## config.mk

```make
export PLATFORM = sky130hd
export DESIGN_NAME = axis_out_pack
export DESIGN_NICKNAME = d
export VERILOG_FILES = /design/src/rtl/axis_out_pack.sv
export SDC_FILE = /design/constraint.sdc
export NUM_CORES = 1
export LEC_CHECK = 0
export CORE_UTILIZATION = 49
export DETAILED_ROUTE_END_ITERATION = 10
export PLACE_DENSITY = 0.86
export SLEW_MARGIN = 20
export SYNTH_ARGS = -nofsm -noshare
export SYNTH_HDL_FRONTEND = slang
export SYNTH_SLANG_ARGS = --single-unit
```

## constraint.sdc

```tcl
create_clock -name aclk -period 5.58 [get_ports aclk]
set_input_delay 1.116 -clock aclk [delete_from_list [all_inputs] [get_ports aclk]]
set_output_delay 1.116 -clock aclk [all_outputs]
set_load 0.02 [all_outputs]
```

## src/rtl/axis_out_pack.sv

```systemverilog
// axis_out_pack: truncates each row of a shifter beat to Y_OUT_BITS, gear-boxes
// consecutive beats into AXI_WIDTH-bit words with byte keep, forwards packet end
// as tlast and flags (sticky) any transfer whose byte count disagrees with the
// shifter's bytes-per-transfer value.
module axis_out_pack #(
   parameter int ROWS       = 4,
   parameter int Y_BITS     = 32,
   parameter int Y_OUT_BITS = 8,
   parameter int AXI_WIDTH  = 64,
   parameter int W_BPT      = 16
) (
   input  logic                     aclk,
   input  logic                     aresetn,
   input  logic                     s_valid,
   output logic                     s_ready,
   input  logic [ROWS*Y_BITS-1:0]   s_data,
   input  logic                     s_last,
   input  logic                     s_last_pkt,
   input  logic [W_BPT-1:0]         s_bytes_per_transfer,
   output logic                     m_valid,
   input  logic                     m_ready,
   output logic [AXI_WIDTH-1:0]     m_data,
   output logic [AXI_WIDTH/8-1:0]   m_keep,
   output logic                     m_last,
   output logic                     err_bpt
);

   localparam int P      = ROWS * Y_OUT_BITS;
   localparam int BEATS  = AXI_WIDTH / P;
   localparam int BPB    = P / 8;
   localparam int KEEP_W = AXI_WIDTH / 8;
   localparam int IDX_W  = (BEATS > 1) ? $clog2(BEATS) : 1;

   // Keep only the low Y_OUT_BITS of every row; wrap-around truncation, no saturation.
   function automatic logic [P-1:0] trunc_beat(input logic [ROWS*Y_BITS-1:0] d);
      logic [P-1:0] r;
      r = '0;
      for (int i = 0; i < ROWS; i++) begin
         r[i*Y_OUT_BITS +: Y_OUT_BITS] = d[i*Y_BITS +: Y_OUT_BITS];
      end
      return r;
   endfunction

   // Byte enables for a word whose highest filled lane is i.
   function automatic logic [KEEP_W-1:0] keep_for(input logic [IDX_W-1:0] i);
      logic [KEEP_W-1:0] k;
      k = '0;
      for (int b = 0; b < KEEP_W; b++) begin
         if (b < (int'(i) + 1) * BPB) k[b] = 1'b1;
      end
      return k;
   endfunction

   logic [IDX_W-1:0]      idx;
   logic [W_BPT-1:0]      cnt;
   logic [AXI_WIDTH-1:0]  asm_buf_p1;
   logic [P-1:0]          beat_p0;
   logic [AXI_WIDTH-1:0]  word_p0;
   logic                  acc_p0;
   logic                  xfer_end_p0;
   logic                  done_p0;
   logic [W_BPT-1:0]      cnt_sum_p0;
   logic                  unused_s_data_hi;

   // High row bits are dropped by design.
   assign unused_s_data_hi = ^s_data;

   // ---- input stage: accept, truncate, decide word completion
   assign s_ready     = !m_valid || m_ready;
   assign acc_p0      = s_valid && s_ready;
   assign beat_p0     = trunc_beat(s_data);
   assign xfer_end_p0 = s_last || s_last_pkt;
   assign done_p0     = acc_p0 && ((idx == IDX_W'(BEATS - 1)) || xfer_end_p0);
   assign cnt_sum_p0  = cnt + W_BPT'(BPB);

   // Completed word = assembly buffer with the current beat dropped into lane idx.
   always_comb begin
      word_p0 = asm_buf_p1;
      word_p0[int'(idx)*P +: P] = beat_p0;
   end

   // Lane index and assembly buffer; buffer is cleared whenever a word leaves it.
   always_ff @(posedge aclk or negedge aresetn) begin
      if (!aresetn) begin
         idx        <= '0;
         asm_buf_p1 <= '0;
      end else if (acc_p0) begin
         if (done_p0) begin
            idx        <= '0;
            asm_buf_p1 <= '0;
         end else begin
            idx                            <= idx + IDX_W'(1);
            asm_buf_p1[int'(idx)*P +: P]   <= beat_p0;
         end
      end
   end

   // ---- output stage: register completed word, hold it until the handshake
   always_ff @(posedge aclk or negedge aresetn) begin
      if (!aresetn) begin
         m_valid <= 1'b0;
         m_data  <= '0;
         m_keep  <= '0;
         m_last  <= 1'b0;
      end else if (done_p0) begin
         m_valid <= 1'b1;
         m_data  <= word_p0;
         m_keep  <= keep_for(idx);
         m_last  <= s_last_pkt;
      end else if (m_ready) begin
         m_valid <= 1'b0;
      end
   end

   // Transfer byte counter; the expected count is only looked at on the closing beat.
   always_ff @(posedge aclk or negedge aresetn) begin
      if (!aresetn) begin
         cnt     <= '0;
         err_bpt <= 1'b0;
      end else if (acc_p0) begin
         if (xfer_end_p0) begin
            cnt <= '0;
            if (cnt_sum_p0 != s_bytes_per_transfer) err_bpt <= 1'b1;
         end else begin
            cnt <= cnt_sum_p0;
         end
      end
   end

endmodule

```

Word-level counts from Yosys, hierarchy flattened
Cells that the tools add are included.
- register bits after elaboration: 156
- latch bits: 0
- bits in writable memories: 0
- bits in read-only memories: 0
- input bits: 150
- output and inout bits: 76
- word-level logic and storage cells: 45
- memories: 0
- add/sub/neg operators: 4
- multipliers: 0
- divide/modulo/power cells: 0
- magnitude comparators: 8
- equal/unequal tests: 1
- shift operators: 2
- mux-type cells: 14
- bitwise logic cells: 0
- reduce and logical (&&, ||, !) cells: 8
- operators by type and width (kind ; count):
    $lt 4x32->1 const A ; 3
    $bwmux 64 ; 1
    $lt 3x32->1 const A ; 2
    $mux 64 ; 1
    $shift 32x33->64 const A ; 1
    $shiftx 32x33->64 ; 1
    $neg 6->33 ; 1
    $lt 1x32->1 const A ; 1
    $lt 2x32->1 const A ; 1
    $add 16x3->16 const B ; 1
    $mux 16 ; 1
    $ne 16x16->1 ; 1
    $mux 1 ; 11
    $lt 3x4->1 const A ; 1
    $logic_or 1x1->1 ; 3
    $reduce_and 3->1 ; 1
    $add 1x1->2 const B ; 1
    $logic_and 1x1->1 ; 2
    $reduce_bool 2->1 ; 1
    $add 1x1->1 const B ; 1
    $logic_not 1->1 ; 1

Logic depth before layout (Yosys ltp)
- depth after elaboration: 5
- depth in mapped cells: 7
- gate-level depth less buffers: 6

Worst setup path before layout
OpenSTA, ideal clock, no wires.
- kind: input to register
- start: input m_ready
- end: register cnt[11]
- library setup time: 0.121 ns
- arrival time: 2.378 ns
- data required time: 5.459 ns
- path slack: 3.081 ns
- stages: 7
- buffers on the path: 2
- path through: nand2b_1 -> nand2_1 -> or2_1 -> clkbuf_1 -> clkbuf_1 -> nor2_1 -> a22o_1
- longest elaborated chain between the ends: 2
- RTL lines (element ; RTL line ; text):
    start, declared ; 21 ; input logic m_ready,
    $logic_or 1x1->1 ; 69 ; assign s_ready = !m_valid || m_ready;
    $logic_and 1x1->1 ; 70 ; assign acc_p0 = s_valid && s_ready;
    end signal, assigned ; 125 ; cnt <= cnt_sum_p0;
    end, declared ; 55 ; logic [W_BPT-1:0] cnt;
No other way between the ends.
A chain may end at the register's enable or synchronous reset.

Worst setup path in the final report
- start: input m_ready
- end: output s_ready
- longest elaborated chain between the ends: 1
- RTL lines (element ; RTL line ; text):
    $logic_or 1x1->1 ; 69 ;
    end, declared ; 15 ; output logic s_ready,
No other way between the ends.

==> results.json <==
{
  "status": "complete, no violations",
  "wirelength_um": 14900,
  "cts_hold_buf": 0,
  "dr_total_vias": 4837,
  "start_util": 0.509,
  "rows": 41,
  "antenna_cells": 0,
  "fin_setup_tns_ns": 0,
  "worst_slack_ns": 2.09,
  "yosysSeqAreaShare": 0.569,
  "grt_pass1_vias": 4686,
  "drive_above_1_share": 0.0637,
  "dp_cells": 845,
  "drt_iter0_drc": 365,
  "r2r_start": "m_valid",
  "grt_usage": 0.231,
  "yosys_warnings": 0,
  "max_slew_margin": 0.360,
  "synthArstFlopShare": 1.00,
  "cts_tree": "done",
  "rr_worst_depth": 6,
  "ios": 226,
  "maxCapViolations": 0,
  "timing.fmax_mhz": 287,
  "power_density_nw_per_um2": 358,
  "finalSetupViolations": 0,
  "ant_nets": 0,
  "post-dp-hpwl_um": 9180,
  "critical_path_arrival_ns": 2.37,
  "synth-seq-cells": 148,
  "clock-sinks": 148,
  "slowest_stage": "clkdlybuf4s50_1",
  "crit_family": "buffers and inverters",
  "timing.rr.end": "asm_buf_p1[22]",
  "clk_latency_ns": 0.42,
  "avgRoutedWirePerCell_um": 17.0,
  "synth-edff-count": 0,
  "htreeDepth": 4,
  "dieArea_um2": 13700,
  "rsz0062_at_grt": "false",
  "worstMarginPinSlew_ns": 0.958,
  "r2r_slack_ns": 3.03,
  "cp_common_cell": "clkdlybuf4s50_1",
  "clockBufferDepth": 2,
  "critPathRequiredTime_ns": 4.46,
  "route.detailed.drc": 0,
  "place_ws_ns": 1.82,
  "endpoint_kind": "primary output",
  "cp_max_fo": 4,
  "drv_slew": 0,
  "yosys.area.top_type": "dfrtp_1",
  "die_w_um": 117,
  "core_area_um2": 12800,
  "path_class": "in -> out",
  "grt_pass1_wl_um": 23900,
  "leakage_nw": 3.66,
  "synth_top_area_frac": 0.569,
  "ir_worst_vdd_v": 0.000295,
  "cts_resized": 0,
  "syn_area_per_cell_um2": 11.0,
  "clk_pin_slew_ns": 0.06,
  "ys_top_cells_by_area": "dfrtp_1 (57%), mux2i_1 (9.8%), o21ai_0 (6.4%)",
  "dr.pass1.iters": 4,
  "path_buf_inv": 2,
  "worstSetupStartpointType": "primary input",
  "fin_crit_sh": 0.625,
  "hold_path.class": "reg -> reg",
  "clock_skew_ns": 0.00955,
  "hold_violations": 0,
  "area_growth_pct": 30.8,
  "grt_antenna_before_repair": 0,
  "cpPeakStageDelay_ns": 0.63,
  "synthCells": 592,
  "fillers": 946,
  "hold_start": "m_data[21]",
  "vias_per_cell": 5.51,
  "cts_setup_buffers": 0,
  "portBuffers": 129,
  "synthesis.nets": 744,
  "total_power_mw": 3.05,
  "stdcell_count": 878,
  "synth_ff_type": "dfrtp_1",
  "whs_path_depth": 2,
  "cts_made_buffers": 17,
  "die_h_um": 117,
  "grt_max_degree": 146,
  "ys_types": 48,
  "cts_root_buffer": "clkbuf_16",
  "place_congestion": 0.945,
  "mappedNetlistArea_um2": 6500,
  "nets": 845,
  "crit_chain": "clkdlybuf4s50_1, nand2b_1, clkdlybuf4s50_1",
  "fin_util": 0.666,
  "overflow": 0,
  "post-route-min-period_ns": 3.49,
  "min_to": "m_data[21]"
}
==> synth_stat cells, drive strengths merged (2+ instances only) <==
cell type	count
a21oi	2
a22o	38
a31oi	3
and2	34
buf	28
clkbuf	23
dfrtp	148
ha	2
inv	2
mux2i	64
nand2	77
nand2b	3
nand3	7
nand3b	3
nand4	6
nor2	12
nor2b	6
nor3	4
nor4	5
o21ai	84
o31ai	7
o41ai	3
or2	2
or3	4
xnor2	5
xor2	6
==> worst min-delay path: stages, from the launching register on <==
cell	delay (ns)
dfrtp_1	0.34
nand2_1	0.04
o21ai_0	0.06
==> logic make-up after synthesis <==
| family | synth area share |
|---|---|
| buffers and inverters | 0.0375 |
| DFF | 0.569 |
| adders and majority gates | 0.00539 |
| and+or+nand+nor | 0.130 |
| AOI/OAI and AO/OA | 0.144 |
| muxes | 0.0985 |
| xor gates and xnor gates | 0.0148 |
==> cell usage in the layout (no fill, tap or decap), types with 3 or more instances in the layout <==
master / count
a22o_1: 38
a31oi_1: 3
and2_1: 34
bufinv_16: 5
clkbuf_16: 17
clkdlybuf4s50_1: 128
clkinv_2: 4
clkinvlp_4: 4
dfrtp_1: 147
mux2i_1: 64
nand2_1: 76
nand2b_1: 3
nand3_1: 6
nand3b_1: 3
nand4_1: 6
nor2_1: 11
nor2b_1: 6
nor3_1: 3
nor4_1: 4
o21ai_0: 83
o31ai_1: 7
o41ai_1: 3
or3_1: 3
xnor2_1: 5
xor2_1: 6
==> sequential cells by signal, summed over array words and instances (netlist names) <==
signal / flops
asm_buf_p1: 64
m_data: 64
cnt: 14
m_keep: 2
err_bpt: 1
idx: 1
m_last: 1
m_valid: 1
==> worst max-delay path by stage <==
stage | depth (start not counted) | start | to | slack [ns]
6_report | 3 | m_ready | s_ready | 2.09
5_1_grt | 3 | m_ready | s_ready | 2.01
4_1_cts | 3 | m_ready | s_ready | 2.09
3_5_place_dp | 7 | m_ready | asm_buf_p1[0] | 1.82
3_3_place_gp | 7 | m_ready | asm_buf_p1[30] | 1.87
2_1_floorplan | 7 | m_ready | cnt[11] | 3.08
==> area by class of cell <==
type                            count  area (um2)  share of cell area
Sequential cell                   148        3710               0.436
Multi-Input combinational cell    391        2570               0.302
Timing Repair Buffer              133        1360               0.159
Clock buffer                       18         439              0.0516
Tap cell                          172         215              0.0253
Clock inverter                     14         209              0.0246
Inverter                            2        7.51            0.000883
==> per-layer routing <==
| metal | vias to the layer above | wire length [um] | track usage |
|---|---|---|---|
| li1 | 2288 | - | - |
| met1 | 2377 | 6650 | 0.311 |
| met2 | 155 | 7000 | 0.347 |
| met3 | 17 | 1080 | 0.0834 |
| met4 | 0 | 170 | 0.0768 |
| met5 | - | 0 | 0 |
==> through the flow <==
stage	hold WS [ns]	cell area, um2
after global routing	0.492	8510
after CTS	0.485	8480
after detailed placement	0.470	7830
after global placement	0.464	7830
final	0.474	8510
after floorplan	0.453	6500
==> report_power, final <==
group,switching [mW],internal [mW]
sequential,0.0734,1.17
combinational,0.298,0.263
clock,0.441,0.802
total,0.813,2.24
No activity file was read; power rests on OpenSTA's default activity.
